<file path="src/rtl/gate_tester4.sv">
// Stimulus-and-check harness for a 4-input combinational gate: walks all 16 input
// vectors, samples y_dut after SETTLE_CYCLES and scores it against TRUTH_TABLE.
// Optional build macro GT_CAPTURE_EN adds the observed[15:0] capture port.
module gate_tester4 #(
    parameter logic [15:0] TRUTH_TABLE   = 16'h7FFF,
    parameter int          SETTLE_CYCLES = 2
) (
    input  logic       clk,
    input  logic       rst,
    input  logic       start,
    output logic       a,
    output logic       b,
    output logic       c,
    output logic       d,
    input  logic       y_dut,
    output logic       busy,
    output logic       done,
    output logic       pass,
    output logic [4:0] fail_count,
    output logic [3:0] first_fail,
    output logic       first_fail_valid
`ifdef GT_CAPTURE_EN
    ,
    output logic [15:0] observed
`endif
);

    localparam logic [1:0] ST_IDLE = 2'd0;
    localparam logic [1:0] ST_RUN  = 2'd1;
    localparam logic [1:0] ST_DONE = 2'd2;

    localparam logic [3:0] SETTLE_LAST = 4'(SETTLE_CYCLES - 1);

    logic [1:0] state_q, state_d;
    logic [3:0] vec_q, vec_d;
    logic [3:0] cnt_q, cnt_d;
    logic [4:0] fail_count_q, fail_count_d;
    logic [3:0] first_fail_q, first_fail_d;
    logic       ffv_q, ffv_d;
    logic       sample_hit;
    logic       mismatch;
`ifdef GT_CAPTURE_EN
    logic [15:0] observed_q, observed_d;
`endif

    assign sample_hit = (state_q == ST_RUN) && (cnt_q == SETTLE_LAST);
    assign mismatch   = (y_dut != TRUTH_TABLE[vec_q]);

    always_comb begin
        state_d      = state_q;
        vec_d        = vec_q;
        cnt_d        = cnt_q;
        fail_count_d = fail_count_q;
        first_fail_d = first_fail_q;
        ffv_d        = ffv_q;
`ifdef GT_CAPTURE_EN
        observed_d   = observed_q;
`endif
        case (state_q)
            ST_IDLE, ST_DONE: begin
                if (start) begin
                    state_d      = ST_RUN;
                    vec_d        = 4'd0;
                    cnt_d        = 4'd0;
                    fail_count_d = 5'd0;
                    first_fail_d = 4'd0;
                    ffv_d        = 1'b0;
`ifdef GT_CAPTURE_EN
                    observed_d   = 16'h0000;
`endif
                end
            end
            ST_RUN: begin
                if (sample_hit) begin
                    if (mismatch) begin
                        fail_count_d = fail_count_q + 5'd1;
                        if (!ffv_q) begin
                            first_fail_d = vec_q;
                            ffv_d        = 1'b1;
                        end
                    end
`ifdef GT_CAPTURE_EN
                    observed_d[vec_q] = y_dut;
`endif
                    // The sampling edge also applies the next vector: no idle gap.
                    if (vec_q == 4'd15) begin
                        state_d = ST_DONE;
                    end else begin
                        vec_d = vec_q + 4'd1;
                        cnt_d = 4'd0;
                    end
                end else begin
                    cnt_d = cnt_q + 4'd1;
                end
            end
            default: state_d = ST_IDLE;
        endcase
    end

    always_ff @(posedge clk or posedge rst) begin
        if (rst) begin
            state_q      <= ST_IDLE;
            vec_q        <= 4'd0;
            cnt_q        <= 4'd0;
            fail_count_q <= 5'd0;
            first_fail_q <= 4'd0;
            ffv_q        <= 1'b0;
`ifdef GT_CAPTURE_EN
            observed_q   <= 16'h0000;
`endif
        end else begin
            state_q      <= state_d;
            vec_q        <= vec_d;
            cnt_q        <= cnt_d;
            fail_count_q <= fail_count_d;
            first_fail_q <= first_fail_d;
            ffv_q        <= ffv_d;
`ifdef GT_CAPTURE_EN
            observed_q   <= observed_d;
`endif
        end
    end

    // Stimulus is forced to zero outside RUN so the gate idles at vector 0.
    assign {a, b, c, d}     = (state_q == ST_RUN) ? vec_q : 4'd0;
    assign busy             = (state_q == ST_RUN);
    assign done             = (state_q == ST_DONE);
    assign pass             = (state_q == ST_DONE) && (fail_count_q == 5'd0);
    assign fail_count       = fail_count_q;
    assign first_fail       = first_fail_q;
    assign first_fail_valid = ffv_q;
`ifdef GT_CAPTURE_EN
    assign observed         = observed_q;
`endif

endmodule

</file>
<file path="config.mk">
export PLATFORM = sky130hd
export DESIGN_NAME = gate_tester4
export DESIGN_NICKNAME = d
export VERILOG_FILES = /design/src/rtl/gate_tester4.sv
export SDC_FILE = /design/constraint.sdc
export NUM_CORES = 1
export LEC_CHECK = 0
export CORE_UTILIZATION = 54
export DETAILED_ROUTE_END_ITERATION = 8
export GPL_ROUTABILITY_DRIVEN = 0
export PLACE_DENSITY = 0.87
export RECOVER_POWER = 25
export SKIP_LAST_GASP = 1
export SLEW_MARGIN = 15
export SYNTH_ARGS = -nofsm -noshare
export SYNTH_HDL_FRONTEND = slang
export SYNTH_SLANG_ARGS = --single-unit
</file>
<file path="constraint.sdc">
create_clock -name clk -period 3.75 [get_ports clk]
set_input_delay 0.5625 -clock clk [delete_from_list [all_inputs] [get_ports clk]]
set_output_delay 0.5625 -clock clk [all_outputs]
set_load 0.02 [all_outputs]
</file>
==> implementation parameters <==
Parameter                              Value

Timing
  TNS Setup ... 0 ns
  Setup violation total in the final timing report ... 0
  Fmax ... about 400 MHz
  Fin crit period ... ~2.5 ns
  Slew at the pin closest to its max-slew limit ... about 0.75 ns
  Final cycle utilization of the critical path ... between 60% and 70%
  RSZ-0062 raised after global routing ... no
  Final count of hold timing violations ... 0
  Final number of max-transition violations ... 0
  Clock Skew ... just under 0.005 ns
  Max transition margin ... 49.63%

Clocking
  CTS Hold Bufs ... 0
  Clock tree root buffer cell ... sky130_fd_sc_hd__clkbuf_4
  Clock latency on the worst-skew pair ... 0.31 ns
  Clock-pin transition on the worst setup and hold timing paths ... 0.11 ns
  CTS tree ... yes
  Post-CTS setup-driven buffer insertion count ... 0
  Number of buffers created by CTS ... 3
  Post_cts resized ... 0
  Clock Sink Count ... 20
  Max clock buf depth ... 2
  Deepest level of the CTS H-tree ... 1

Route
  Vias after detailed routing ... 889
  DRC violations left ... 0
  Detailed Route Iter0 Violations ... 30
  Vias per cell ... between 5 and 6
  DRT Pass-1 Iters ... 7
  Final antenna-violating net count ... 0
  Detail-routed net length per standard cell ... 15.11 um
  Routed wire length ... approximately 2.4 mm

Synth
  Fraction of the yosys area taken by sequential cells ... between 40% and 50%
  Net count after synthesis ... 118
  Post-synthesis register bit count ... 20
  Yosys synthesis warning count ... 0
  Count of flip-flops with a built-in enable after synthesis ... 0
  Most used flip-flop cell after synthesis ... sky130_fd_sc_hd__dfrtp_1
  Number of different library cells in the post-synthesis netlist ... 31
  Library cell with the highest instance count after synthesis ... sky130_fd_sc_hd__dfrtp_1
  Synthesized cell area ... 1064 um^2
  Biggest area consumer among synthesized cells ... sky130_fd_sc_hd__dfrtp_1
  Async SR Flop Fraction ... 100.0%
  Mapped Cells ... 108
  Main area contributors after synthesis ... sky130_fd_sc_hd__dfrtp_1 47%, sky130_fd_sc_hd__ha_1 7.1%, sky130_fd_sc_hd__mux2i_1 5.6%
  Area share of the leading cell type in the synthesized netlist ... a little under half
  Ranking of synthesized cells by instance count ... 20 x sky130_fd_sc_hd__dfrtp_1, 11 x sky130_fd_sc_hd__nand3_1, 10 x sky130_fd_sc_hd__nand2_1
  Mean post-synth cell area ... approximately 10 um^2

Critical path
  Data required time of the worst path ... approximately 3.2 ns
  Type of origin of the critical path ... register
  Worst endpoint data arrival time ... 1.98 ns
  Critical Setup Path Class ... register to output port
  Crit path capture type ... output port
  Highest fanout seen on the critical path ... 5

GRT
  Maximum number of pins on one net before global-route repair ... 21
  Global-route congestion overflow total ... 0
  Number of global-route vias before repair ... about 820
  Overall Global Routing Usage ... between 20% and 30%
  Initial antenna violation count ... 0
  First-pass GRT wire length ... around 3.8 mm

Die
  Boundary Pins ... 21
  Die Width ... 46.38 um
  Total Die Area ... 2151 um^2
  Starting density of the core ... 59.65%
  Std cell rows ... 15
  Height of the die ... between 40 and 50 um
  Core region area ... ~1800 um^2

Final layout
  Final non-filler cell total ... around 160
  Share of layout cells above drive strength 1 ... roughly 7%
  Antenna diode count ... 0
  Final nets ... ~140
  Layout-stage area growth over the synthesis result ... 24.82%

Placement
  Number of placed cells counting well taps ... 152
  Number of I/O port buffers ... 20
  Detailed Place HPWL ... roughly 1.8 mm

Worst hold path
  Hold WC Path Type ... register to register

Power and ir drop
  Total power density per cell area ... a little under 800 nW/um^2
  Overall power consumption ... around 1.1 mW
  Leakage Power ... slightly below 0.6 nW
  Largest vdd supply drop ... 0.0005096 V

Run
  Total of max-cap violations ... 0

Status
  Run status ... complete, no violations
## where the power goes
group | internal (mW) | switching (mW) | leakage [nW]
combinational | 0.239 | 0.278 | 0.326
clock | 0.0593 | 0.0668 | 0.0210
sequential | 0.304 | 0.107 | 0.242
## sequential cells by signal, indices dropped and copies added (netlist names)
register / cells
cnt_q: 4
fail_count: 5
first_fail: 4
first_fail_valid: 1
state_q: 2
vec_q: 4
## metrics by stage
stage,hold slack (ns),cell area [um^2],util [%],worst slack (ns)
6_report,0.5384,1328,74.46,1.206
5_1_grt,0.5808,1328,74.46,1.099
4_1_cts,0.5438,1328,74.46,1.209
3_5_place_dp,0.5236,1291,72.42,1.586
3_3_place_gp,0.5159,1291,72.42,1.655
2_1_floorplan,0.4964,1064,-,1.824
## path summary, 6_finish.rpt
| kind | from | endpoint | slack, ns | cells after the start |
|---|---|---|---|---|
| setup reg to reg | cnt_q[1] | first_fail[3] | 1.94 | 6 |
| min in group asynchronous | rst | state_q[1] | 0.81 | 2 |
| hold reg to reg | first_fail[1] | first_fail[1] | 0.54 | 2 |
| max in group asynchronous | rst | vec_q[1] | 2.46 | 2 |
| setup / recovery | fail_count[0] | pass | 1.21 | 5 |
| hold / removal | first_fail[1] | first_fail[1] | 0.54 | 2 |
## layer usage
| metal | global-route usage, % | vias up | share of wire [%] | routed length, um |
|---|---|---|---|---|
| li1 | - | 431 | - | - |
| met1 | 38.15 | 418 | 46 | 1090 |
| met2 | 38.89 | 33 | 47 | 1112 |
| met3 | 3.529 | 7 | 4.5 | 105 |
| met4 | 11.76 | 0 | 2.1 | 49 |
| met5 | 0 | - | 0 | 0 |
## critical path, cell delays in order, from the launching register on
cell,delay (ns)
sky130_fd_sc_hd__dfrtp_1,0.46
sky130_fd_sc_hd__inv_1,0.09
sky130_fd_sc_hd__ha_1,0.15
sky130_fd_sc_hd__nand2b_1,0.07
sky130_fd_sc_hd__nor4_1,0.24
sky130_fd_sc_hd__clkdlybuf4s50_1,0.67
## final cells by class
type / instances / area (um^2)
clock buffer: 4 / 36.28
fill: 133 / 455.4
inverter: 10 / 37.54
multi-input combinational: 77 / 521.8
sequential: 20 / 500.5
tap: 25 / 31.28
timing repair buffer: 20 / 200.2
## cell usage in the layout (no fill, tap or decap), types with 2 or more instances in the layout
cell type,Yosys,final
sky130_fd_sc_hd__a21oi_1,3,3
sky130_fd_sc_hd__a22o_1,2,2
sky130_fd_sc_hd__clkbuf_4,0,3
sky130_fd_sc_hd__clkdlybuf4s50_1,0,19
sky130_fd_sc_hd__dfrtp_1,20,20
sky130_fd_sc_hd__ha_1,6,6
sky130_fd_sc_hd__inv_1,9,9
sky130_fd_sc_hd__mux2i_1,6,6
sky130_fd_sc_hd__nand2_1,10,10
sky130_fd_sc_hd__nand2b_1,4,4
sky130_fd_sc_hd__nand3_1,11,11
sky130_fd_sc_hd__nor2_1,8,8
sky130_fd_sc_hd__nor3_1,2,2
sky130_fd_sc_hd__o21ai_1,4,4
sky130_fd_sc_hd__o22ai_1,2,2
sky130_fd_sc_hd__o2bb2ai_1,2,2
sky130_fd_sc_hd__o31ai_1,2,2
sky130_fd_sc_hd__or3b_1,2,2
## cell families after synthesis
group	synth area share (%)
AO/OA/AOI/OAI	11.41
adder cells (fa/ha/maj)	7.059
buffers and inverters	3.881
multiplexers	6.706
XOR/XNOR	1.647
flip-flops	47.06
AND/OR/NAND/NOR	22.24
Power figures use the tool's default switching activity.
